===== config.mk =====
export PLATFORM = sky130hd
export DESIGN_NAME = bram_port_arbiter
export DESIGN_NICKNAME = d
export VERILOG_FILES = /design/src/rtl/bram_port_arbiter_pkg.sv /design/src/rtl/bram_port_arbiter_arb_read_return.sv /design/src/rtl/bram_port_arbiter.sv
export SDC_FILE = /design/constraint.sdc
export NUM_CORES = 1
export LEC_CHECK = 0
export ABC_AREA = 1
export BUFFER_PORTS_ARGS = -buffer_cell sky130_fd_sc_hd__buf_2
export CAP_MARGIN = 20
export CORE_MARGIN = 1.5
export CORE_UTILIZATION = 48
export DETAILED_ROUTE_END_ITERATION = 7
export MAX_ROUTING_LAYER = met4
export PLACE_DENSITY = 0.82
export SYNTH_ARGS = -nofsm -noshare
export SYNTH_HDL_FRONTEND = slang
export SYNTH_SLANG_ARGS = --single-unit
export TNS_END_PERCENT = 10

===== constraint.sdc =====
create_clock -name clk -period 2.1 [get_ports clk]
set_clock_uncertainty 0.2 [all_clocks]
set_input_delay 0.105 -clock clk [delete_from_list [all_inputs] [get_ports clk]]
set_output_delay 0.105 -clock clk [all_outputs]
set_load 0.03 [all_outputs]

===== src/rtl/bram_port_arbiter_pkg.sv =====
// Shared encodings for the BRAM port arbiter and the UART memory-access engine.
package bram_port_arbiter_pkg;

    localparam int MEM_ADDR_WIDTH = 13;

    localparam logic [1:0] IDLE = 2'b00;
    localparam logic [1:0] CORE = 2'b01;
    localparam logic [1:0] DBG  = 2'b10;
    localparam logic [1:0] LOCK = 2'b11;

    localparam logic [1:0] RD_NONE = 2'b00;
    localparam logic [1:0] RD_CORE = 2'b01;
    localparam logic [1:0] RD_DBG  = 2'b10;

endpackage


===== src/rtl/bram_port_arbiter_arb_read_return.sv =====
// Tags each granted read with its issuer and steers the 1-cycle BRAM
// read data back to that side, holding it until that side's next return.
module arb_read_return
    import bram_port_arbiter_pkg::*;
(
    input  logic        clk,
    input  logic        rst_n,
    input  logic        c_rd,
    input  logic        d_rd,
    input  logic [31:0] mem_dout,
    output logic        c_rvalid,
    output logic [31:0] c_rdata,
    output logic        d_rvalid,
    output logic [31:0] d_rdata
);

    logic [1:0]  rd_owner;
    logic [31:0] c_hold;
    logic [31:0] d_hold;

    always_ff @(posedge clk) begin
        if (!rst_n) begin
            rd_owner <= RD_NONE;
            c_hold   <= '0;
            d_hold   <= '0;
        end else begin
            if (c_rd)
                rd_owner <= RD_CORE;
            else if (d_rd)
                rd_owner <= RD_DBG;
            else
                rd_owner <= RD_NONE;
            if (rd_owner == RD_CORE)
                c_hold <= mem_dout;
            if (rd_owner == RD_DBG)
                d_hold <= mem_dout;
        end
    end

    // BRAM data arrives in the return cycle; pass it through, then hold it.
    assign c_rvalid = (rd_owner == RD_CORE);
    assign d_rvalid = (rd_owner == RD_DBG);
    assign c_rdata  = c_rvalid ? mem_dout : c_hold;
    assign d_rdata  = d_rvalid ? mem_dout : d_hold;

endmodule


===== src/rtl/bram_port_arbiter.sv =====
// Core/debug arbiter for one shared 32-bit BRAM port with starvation guard.
// Define ARB_LOCK_EN to add the d_lock exclusive debug ownership mode.
module bram_port_arbiter
    import bram_port_arbiter_pkg::*;
#(
    parameter int ADDR_WIDTH   = MEM_ADDR_WIDTH,
    parameter int STARVE_LIMIT = 8
) (
    input  logic                  clk,
    input  logic                  rst_n,
    input  logic                  c_req,
    input  logic [3:0]            c_we,
    input  logic [ADDR_WIDTH-1:0] c_addr,
    input  logic [31:0]           c_wdata,
    output logic                  c_gnt,
    output logic                  c_rvalid,
    output logic [31:0]           c_rdata,
    input  logic                  d_req,
    input  logic [3:0]            d_we,
    input  logic [ADDR_WIDTH-1:0] d_addr,
    input  logic [31:0]           d_wdata,
    output logic                  d_gnt,
    output logic                  d_rvalid,
    output logic [31:0]           d_rdata,
`ifdef ARB_LOCK_EN
    input  logic                  d_lock,
`endif
    output logic                  mem_en,
    output logic [3:0]            mem_we,
    output logic [ADDR_WIDTH-1:0] mem_addr,
    output logic [31:0]           mem_din,
    input  logic [31:0]           mem_dout
);

    localparam logic [7:0] LIM = 8'(STARVE_LIMIT);

    logic [1:0]            state;
    logic [1:0]            state_nxt;
    logic [7:0]            streak;
    logic [ADDR_WIDTH-1:0] last_addr;
    logic [31:0]           last_din;
    logic                  starved;
    logic                  core_block;

    assign starved = d_req && (streak == LIM);

`ifdef ARB_LOCK_EN
    assign core_block = (state == LOCK);
`else
    assign core_block = 1'b0;
`endif

    assign c_gnt = c_req && !starved && !core_block;
    assign d_gnt = d_req && !c_gnt;

    assign mem_en   = c_gnt || d_gnt;
    assign mem_we   = c_gnt ? c_we : (d_gnt ? d_we : 4'b0000);
    assign mem_addr = c_gnt ? c_addr : (d_gnt ? d_addr : last_addr);
    assign mem_din  = c_gnt ? c_wdata : (d_gnt ? d_wdata : last_din);

    always_comb begin
        state_nxt = IDLE;
        if (c_gnt)
            state_nxt = CORE;
        else if (d_gnt)
            state_nxt = DBG;
`ifdef ARB_LOCK_EN
        // From CORE, lock only once the core has released the port.
        if (state == LOCK)
            state_nxt = d_lock ? LOCK : IDLE;
        else if (d_lock && (state != CORE || !c_gnt))
            state_nxt = LOCK;
`endif
    end

    always_ff @(posedge clk) begin
        if (!rst_n) begin
            state     <= IDLE;
            streak    <= '0;
            last_addr <= '0;
            last_din  <= '0;
        end else begin
            state <= state_nxt;
            if (!d_req || d_gnt)
                streak <= '0;
            else if (c_gnt && streak != LIM)
                streak <= streak + 8'd1;
            if (mem_en) begin
                last_addr <= mem_addr;
                last_din  <= mem_din;
            end
        end
    end

    logic unused_state;
    assign unused_state = ^state;

    arb_read_return u_ret (
        .clk      (clk),
        .rst_n    (rst_n),
        .c_rd     (c_gnt && (c_we == 4'b0000)),
        .d_rd     (d_gnt && (d_we == 4'b0000)),
        .mem_dout (mem_dout),
        .c_rvalid (c_rvalid),
        .c_rdata  (c_rdata),
        .d_rvalid (d_rvalid),
        .d_rdata  (d_rdata)
    );

endmodule


==> results.yml, run 1 <==
power:
  switchingPower_uw: 1930
  max-vdd-ir-drop_mv: 0.542
  power_uw: 6740
  internal_power_uw: 4810
  switching_share_pct: 28.6
  leakage_uw: 0.00587
  p_comb_share_pct: 21.7
  clkPwrFrac_pct: 43.3
  power_frac_seq_pct: 35.0
  p_per_area_mw_per_mm2: 663
routing:
  drc: 17
  wl_met2_um: 13700
  ant_nets: 0
  wl_met1_um: 9390
  drt_pass1_iterations: 8
  drt-total-wl_um: 30100
  wl_per_cell_um: 22.7
  routed_via_density: 5.84
  vias: 7730
  drt_iter0_markers: 1081
  top_layer: "met4"
  route.met3.wl_um: 3450
yosys:
  ys_async_sr_fraction_pct: 0
  netlist_instances: 769
  synth_edf_count: 0
  ys_seq_area_share_pct: 41.3
  synth_flop_cell: "dfxtp_1"
  synth_area_mm2: 0.00576
  yosysWarnings: 0
  synth-seq-cells: 119
  yosysUniqueCellTypes: 31
  synth_nets: 905
  avgSynthCellArea_um2: 7.49
die:
  row_count: 39
  start_util_pct: 49.8
  die_y_um: 113
  core_mm2: 0.0116
  dieWidth_um: 113
  io_pins: 252
  die_area_mm2: 0.0127
setup_path:
  startpoint_type: "register"
  slowest_delay_ns: 0.33
  cp_slowest_cell: "dfxtp_2"
  crit_path_max_fanout: 9
  crit_family: "simple AND/OR/NAND/NOR gates"
  criticalPathCategory: "reg -> out"
  endpoint_kind: "output pin"
  path_cells: "inv_2, ha_4, nand3_4, nor2_4, nand2_8, buf_12, nand3_2, nand3_4, buf_6"
  critPathMostFrequentCell: "nand3_4"
  required_ns: 1.79
  critPathBufInv: 3
  arrival_ns: 2.23
timing:
  fin_crit_ns: 2.53
  finalWorstSetupSlack_ns: -0.433
  tightest_slew_ns: 0.554
  setup_viol: 52
  slew_headroom_pct: 63.0
  fin_crit_sh_pct: 121
  fmax_mhz: 395
  drv_slew: 0
  finalSetupTns_ns: -11.31
  rsz0062_at_grt: "true"
  hold_viol: 0
placement:
  io_buffers: 251
  post_dp_cell_area_mm2: 0.00712
  gp_congestion: 0.878
  pre_cts_ws_ns: 0.107
  post-dp-hpwl_um: 11500
grt:
  grt_pass1_wl_um: 38100
  grt_overflow: 0
  grt_max_degree: 65
  grt_pass1_vias: 7385
  grtUsageTotal_pct: 40.3
  grt_antenna_before_repair: 5
clocking:
  cts_tree: "yes"
  cts.htree.levels: 4
  cts_buffers: 17
  insertion_delay_ns: 0.42
  cts-root-buf: "clkbuf_16"
  clock_path_buffers: 2
  cts.sinks: 119
  path_clk_slew_ns: 0.06
cells_and_area:
  final_nets: 1300
  ff_latch_area_mm2: 0.00238
  layout-drive-gt1-share_pct: 45.6
  nFillCells: 523
  areaGrowthSynthToFinish_pct: 76.4
  final_area_mm2: 0.0102
  fin_util_pct: 87.9
  multi_input_area_mm2: 0.00308
flow_run:
  maxCapViolCount: 0
status:
  status: "finished, violations left"
  violations: "DRC, setup timing"
min_path:
  hold_path_class: "in -> reg"
==> path summary, 6_finish.rpt <==
| kind | from | to | slack, ns | cells after the start |
|---|---|---|---|---|
| max | streak[0]$_SDFFE_PP0P_ | mem_din[6] | -0.43 | 9 |
| min | c_req | streak[5]$_SDFFE_PP0P_ | 0.11 | 5 |
| max reg2reg | streak[0]$_SDFFE_PP0P_ | last_din[6]$_SDFFE_PN0P_ | -0.14 | 11 |
| min reg2reg | streak[5]$_SDFFE_PP0P_ | streak[5]$_SDFFE_PP0P_ | 0.34 | 2 |
==> layer usage <==
| metal | GRT usage (%) | up-vias |
|---|---|---|
| met5 | - | - |
| met4 | 33.2 | 0 |
| met3 | 11.4 | 315 |
| met1 | 39.1 | 3458 |
| met2 | 67.0 | 760 |
| li1 | - | 3197 |
==> logic make-up (layout without fill, tap and decap cells) <==
| family | Yosys count | count (layout) | share of synthesized area [%] |
|---|---|---|---|
| other | 0 | 5 | 0 |
| xor gates and xnor gates | 2 | 2 | 0.304 |
| DFF | 119 | 119 | 41.3 |
| adders and majority gates | 2 | 2 | 0.434 |
| and+or+nand+nor | 402 | 403 | 38.2 |
| buffers and inverters | 175 | 581 | 13.5 |
| AOI/OAI and AO/OA | 69 | 69 | 6.23 |
==> synth_stat cells (3+ instances only) <==
| cell type | count | share of area, % |
|---|---|---|
| dfxtp_1 | 119 | 41 |
| nand3_1 | 80 | 6.9 |
| nor2_1 | 75 | 4.9 |
| o21ai_0 | 60 | 5.2 |
| inv_1 | 127 | 8.3 |
| buf_4 | 4 | 0.52 |
| clkbuf_1 | 22 | 1.4 |
| nand2_1 | 110 | 7.2 |
| buf_6 | 4 | 0.78 |
| o21ai_1 | 4 | 0.35 |
| buf_12 | 3 | 1.0 |
| nand3_2 | 61 | 11 |
| or2_2 | 64 | 6.9 |
| buf_2 | 12 | 1.0 |
==> power by group through the flow <==
stage               clock [µW]  combinational [µW]  sequential [µW]
finish                    2920                1460             2360
global route              3020                1510             2360
CTS                       2880                1220             2350
detailed placement           0                 865             2390
global placement             0                 857             2390
floorplan                    0                 553             2390
==> worst min-delay path: cells and delay by family <==
| family | cells | cell delay [ns] |
|---|---|---|
| simple gates | 2 | 0.21 |
| buf+inv | 2 | 0.29 |
| compound gates | 1 | 0.07 |
==> sequential cells by signal, summed over array words and instances (netlist names) <==
| register | count |
|---|---|
| last_din | 32 |
| u_ret.c_hold | 32 |
| u_ret.d_hold | 32 |
| last_addr | 13 |
| streak | 8 |
| u_ret.rd_owner | 2 |
==> cell usage in the layout, fill, tap and decap left out, drive strengths merged, types with 2 or more instances in the layout <==
master / n
or2: 64
dlygate4sd3: 130
a21oi: 2
o22ai: 2
dfxtp: 119
nor4: 2
bufinv: 2
nor3: 2
inv: 129
o21ai: 65
diode: 5
buf: 287
nor2: 77
clkinv: 5
nand2: 113
nor3b: 2
nand3: 142
clkbuf: 26
ha: 2
==> repair_timing <==
action | 4_1_cts | 5_1_grt
pin swaps | 11 | 23
hold buffers | 130 | 1
gates cloned | 4 | 4
gates resized for setup | 140 | 106
endpoints found under the hold margin | 119 | 1
setup buffers | 11 | 7
endpoints found under the setup margin | 73 | 90
==> final cells by class <==
cell class              count  share of cell area [%]
well taps                 143                    1.76
diodes                      5                   0.123
flip-flops and latches    119                    23.5
clock inverters             8                   0.948
inverters                 129                    4.84
multi-input cells         476                    30.2
repair buffers            421                    33.8
clock buffers              23                    4.80
==> metrics by stage <==
step	cells	hold WS, ns
6_report	1324	0.108
3_5_place_dp	1132	0.0913
2_1_floorplan	769	-0.0178
4_1_cts	1308	0.00576
3_3_place_gp	1132	0.0915
5_1_grt	1324	0.106
Power figures use the tool's default switching activity.
==> run 2: changes to the inputs <==
--- a/config.mk
+++ b/config.mk
@@ -8,11 +8,13 @@
 export ABC_AREA = 1
 export BUFFER_PORTS_ARGS = -buffer_cell sky130_fd_sc_hd__buf_2
 export CAP_MARGIN = 20
+export CORE_ASPECT_RATIO = 1.75
 export CORE_MARGIN = 1.5
 export CORE_UTILIZATION = 48
 export DETAILED_ROUTE_END_ITERATION = 7
 export MAX_ROUTING_LAYER = met4
 export PLACE_DENSITY = 0.82
+export SLEW_MARGIN = 40
 export SYNTH_ARGS = -nofsm -noshare
 export SYNTH_HDL_FRONTEND = slang
 export SYNTH_SLANG_ARGS = --single-unit
==> run 2 against run 1 <==
The flow finishes with violations (setup timing). Cell count shrank 1.4%. Combinational power shrank 5%. Register-to-register slack gained 0.14 ns. Count of clock-buffer cells in the layout shrank 4. Die area grew 0.20%. Worst hold slack lost 0.081 ns. Core utilization shrank 4.3 points. Clock power grew 3%. First-iteration DRC count shrank 41%. Maximum frequency grew 6.6%. Design area shrank 4.2%. Highest routed layer unchanged.
==> results.yml, run 2 (synthesized netlist as in run 1, its figures left out) <==
status:
  status: "finished, violations left"
  violations: "setup timing"
timing:
  hold_slack_ns: 0.0270
  hold_viol: 0
  fmax_mhz: 421
  drv_slew: 0
  finalSetupTns_ns: -8.90
  finalWorstSetupSlack_ns: -0.275
  setup_viol: 52
  tightest_slew_ns: 0.559
  rsz0062_at_grt: "true"
  fin_crit_sh_pct: 113
  fin_crit_ns: 2.38
  slew_headroom_pct: 62.7
setup_path:
  path_cells: "inv_2, ha_4, nand3_4, o21ai_4, buf_6, buf_8, buf_16, nand3_2, nand3_2, buf_6"
  arrival_ns: 2.07
  reg2reg_slack_ns: 0
  endpoint_kind: "output pin"
  required_ns: 1.79
  criticalPathCategory: "reg -> out"
  slowest_delay_ns: 0.34
  crit_family: "buffers and inverters"
  critPathBufInv: 5
  startpoint_type: "register"
  cp_slowest_cell: "dfxtp_2"
  crit_path_max_fanout: 6
grt:
  grt_pass1_vias: 7557
  grt_antenna_before_repair: 1
  grt_pass1_wl_um: 37900
  grt_overflow: 0
  grtUsageTotal_pct: 39.5
  grt_max_degree: 65
routing:
  drc: 0
  wl_per_cell_um: 19.9
  drt-total-wl_um: 25900
  vias: 7426
  ant_nets: 0
  routed_via_density: 5.69
  drt_pass1_iterations: 6
  drt_iter0_markers: 636
cells_and_area:
  top_regs: "last_din (32), u_ret.c_hold (32), u_ret.d_hold (32)"
  final_cell_mix: "200 x buf_2, 129 x dlygate4sd3_1, 124 x inv_1"
  areaGrowthSynthToFinish_pct: 69.0
  final_common_cell: "buf_2"
  nFillCells: 556
  final_nets: 1292
  layout-drive-gt1-share_pct: 41.9
die:
  start_util_pct: 49.5
  die_area_mm2: 0.0127
  io_pins: 252
  row_count: 52
  dieWidth_um: 85.8
  core_mm2: 0.0116
  die_y_um: 148
power:
  power_uw: 6750
  max-vdd-ir-drop_mv: 0.540
  leakage_uw: 0.00571
  p_per_area_mw_per_mm2: 693
flow_run:
  maxCapViolCount: 0
clocking:
  cts.htree.levels: 4
  cts_tree: "yes"
  clock_path_buffers: 2
  cts_buffers: 17
  path_clk_slew_ns: 0.07
  cts-root-buf: "clkbuf_16"
  insertion_delay_ns: 0.41
  cts.sinks: 119
placement:
  io_buffers: 251
  gp_congestion: 0.809
  post-dp-hpwl_um: 11000
min_path:
  hold_path_class: "in -> reg"
run 2: cell count changes in the layout (fill, tap and decap cells not counted), sizes merged:
cell and change:
nand2 -1, dlygate4sd3 -1, buf -3, bufinv +1, dlymetal6s4s -1, clkinvlp +1
diode -4, inv +3, clkbuf -6
run 2: where the power goes:
part / leakage, µW / switching [µW] / total [µW] / internal (µW)
Sequential: 0.000972 / 29.5 / 2360 / 2330
Clock: 0.000289 / 1120 / 3010 / 1880
Combinational: 0.00445 / 776 / 1380 / 605
run 2: routing by layer:
layer  track usage (%)  routed length, µm
met4              27.8               2200
met2              65.5              12700
met1              40.4               8360
met5                 -                  0
met3              9.05               2680
run 2: final cells by class:
| class | count | area [µm²] | share of cell area, % |
|---|---|---|---|
| Antenna cell | 1 | 2.50 | 0.0257 |
| Clock buffer | 19 | 433 | 4.45 |
| Clock inverter | 13 | 171 | 1.76 |
| Inverter | 129 | 487 | 5.00 |
| Multi-Input combinational cell | 475 | 2820 | 28.9 |
| Sequential cell | 119 | 2390 | 24.5 |
| Tap cell | 135 | 169 | 1.73 |
| Timing Repair Buffer | 414 | 3270 | 33.6 |
run 2: what timing repair did:
item	CTS	global route
hold buffers	129	0
cloned	3	0
hold endpoints to repair	111	0
resized for setup	133	76
buffers inserted	10	6
endpoints found under the setup margin	53	109
pin swaps	10	7
run 2: tightest hold or removal path, stage by stage:
cell and delay (ns):
buf_2 0.23, nand2_4 0.16, nor4_1 0.07
run 2: per-stage QoR:
step | setup WS (ns) | util (%) | cell area, µm² | instances
after floorplan | 0.152 | - | 5760 | 769
after global placement | 0.198 | 60.7 | 7070 | 1125
after detailed placement | 0.130 | 60.7 | 7070 | 1125
after CTS | -0.0997 | 82.1 | 9560 | 1299
after global routing | -0.294 | 83.6 | 9740 | 1305
final | -0.275 | 83.6 | 9740 | 1305
run 2: path summary, 6_finish.rpt:
kind	cells past startpoint	endpoint	start
worst min-delay path	3	u_ret.rd_owner[1]$_SDFF_PP0_	d_req
worst max-delay path	10	mem_addr[5]	streak[0]$_SDFFE_PP0P_
worst max register to register	8	u_ret.rd_owner[0]$_SDFF_PN0_	streak[0]$_SDFFE_PP0P_
worst min register to register	2	streak[5]$_SDFFE_PP0P_	streak[5]$_SDFFE_PP0P_
==> run 3: changes to the inputs <==
--- a/config.mk
+++ b/config.mk
@@ -14,6 +14,7 @@
 export DETAILED_ROUTE_END_ITERATION = 7
 export MAX_ROUTING_LAYER = met4
 export PLACE_DENSITY = 0.82
+export RECOVER_POWER = 50
 export SLEW_MARGIN = 40
 export SYNTH_ARGS = -nofsm -noshare
 export SYNTH_HDL_FRONTEND = slang
==> run 3 against run 2 <==
The run still ends with setup timing left. First-iteration DRC count decreased by 1.6%. Largest cell class unchanged. Core utilization decreased by 0.28 points. Die area unchanged. Cell count unchanged. Clock power about the same. Design area decreased by 0.33%. Critical path type unchanged.
==> results.yml, run 3 (synthesized netlist as in run 1, its figures left out) <==
status:
  status: "finished, violations left"
  violations: "setup timing"
cells_and_area:
  top_regs: "last_din (32), u_ret.c_hold (32), u_ret.d_hold (32)"
  final_nets: 1292
  final_cell_mix: "200 x buf_2, 129 x dlygate4sd3_1, 124 x inv_1"
  ff_latch_area_mm2: 0.00239
  layout-drive-gt1-share_pct: 41.1
  fin_util_pct: 83.3
  areaGrowthSynthToFinish_pct: 68.4
  final_common_cell: "buf_2"
  multi_input_area_mm2: 0.00278
  nFillCells: 571
setup_path:
  path_cells: "inv_2, ha_4, nand3_4, o21ai_4, buf_6, buf_8, buf_16, nand3_2, nand3_2, buf_6"
  criticalPathCategory: "reg -> out"
  arrival_ns: 2.07
  crit_path_max_fanout: 7
  slowest_delay_ns: 0.34
  startpoint_type: "register"
  critPathBufInv: 5
  crit_family: "buffers and inverters"
  cp_slowest_cell: "dfxtp_2"
  required_ns: 1.79
  endpoint_kind: "output pin"
clocking:
  cts_buffers: 17
  cts.sinks: 119
  cts.htree.levels: 4
  cts-root-buf: "clkbuf_16"
  insertion_delay_ns: 0.41
  cts_tree: "yes"
  clock_path_buffers: 2
  path_clk_slew_ns: 0.07
grt:
  use_met1_pct: 40.4
  use_met2_pct: 65.5
  grtUsageTotal_pct: 39.5
  grt_pass1_vias: 7557
  grt_pass1_wl_um: 37900
  grt_overflow: 0
  busiest_layer: "met2"
  grt_max_degree: 65
  use_met3_pct: 9.05
  grt_antenna_before_repair: 1
timing:
  fin_crit_sh_pct: 113
  fin_crit_ns: 2.37
  hold_viol: 0
  rsz0062_at_grt: "true"
  hold_slack_ns: 0.0274
  finalSetupTns_ns: -8.99
  finalWorstSetupSlack_ns: -0.274
  setup_viol: 54
  fmax_mhz: 421
  tightest_slew_ns: 0.552
  drv_slew: 0
  slew_headroom_pct: 63.2
routing:
  routed_via_density: 5.72
  drt_pass1_iterations: 6
  drt_iter0_markers: 626
  vias: 7462
  ant_nets: 0
  wl_per_cell_um: 19.9
  drc: 0
  drt-total-wl_um: 25900
power:
  leakage_uw: 0.00571
  max-vdd-ir-drop_mv: 0.540
  p_per_area_mw_per_mm2: 694
  power_uw: 6730
die:
  io_pins: 252
  core_mm2: 0.0116
  die_y_um: 148
  die_area_mm2: 0.0127
  dieWidth_um: 85.8
  row_count: 52
  start_util_pct: 49.5
min_path:
  hold_path_class: "in -> reg"
placement:
  gp_congestion: 0.809
  post-dp-hpwl_um: 11000
  io_buffers: 251
flow_run:
  maxCapViolCount: 0
-- run 3: cell counts in the layout (fill, tap and decap cells not counted) --
Identical to the previous run, type by type.
-- run 3: power breakdown --
part | internal [µW] | switching [µW]
logic | 603 | 772
clock network | 1880 | 1120
registers | 2330 | 29.9
total | 4820 | 1920
-- run 3: stage by stage --
step / setup WS, ns / cells / cell area (µm²)
after detailed placement: 0.130 / 1125 / 7070
after floorplan: 0.152 / 769 / 5760
after global placement: 0.198 / 1125 / 7070
after CTS: -0.0997 / 1299 / 9560
after global routing: -0.294 / 1305 / 9700
final: -0.274 / 1305 / 9700
-- run 3: worst min-delay path: cells and delay by family --
kind / cells / cell delay, ns
buffers and inverters: 1 / 0.23
and+or+nand+nor: 2 / 0.23
-- run 3: final cells by class --
type / count / share of cell area, %
antenna: 1 / 0.0258
sequential: 119 / 24.6
clock buffer: 19 / 4.46
inverter: 129 / 5.02
tap: 135 / 1.74
clock inverter: 13 / 1.77
timing repair buffer: 414 / 33.7
multi-input combinational: 475 / 28.7
-- run 3: what timing repair did --
action | 4_1_cts | 5_1_grt
endpoints found under the setup margin | 53 | 109
setup buffers | 10 | 6
gates resized for setup | 133 | 76
gates cloned | 3 | 0
hold buffers | 129 | 0
pin swaps | 10 | 7
endpoints found under the hold margin | 111 | 0
-- run 3: final timing paths --
kind	start	end	slack, ns	cells past startpoint
worst max-delay path	streak[0]$_SDFFE_PP0P_	mem_din[28]	-0.27	10
worst min-delay path	d_req	u_ret.rd_owner[1]$_SDFF_PP0_	0.03	3
worst max register to register	streak[0]$_SDFFE_PP0P_	u_ret.rd_owner[0]$_SDFF_PN0_	0	8
worst min register to register	streak[5]$_SDFFE_PP0P_	streak[5]$_SDFFE_PP0P_	0.32	2
-- run 3: routing by layer --
metal | vias up | wire (µm)
li1 | 3171 | -
met1 | 3362 | 8410
met2 | 714 | 12700
met3 | 215 | 2630
met4 | 0 | 2170
met5 | - | 0
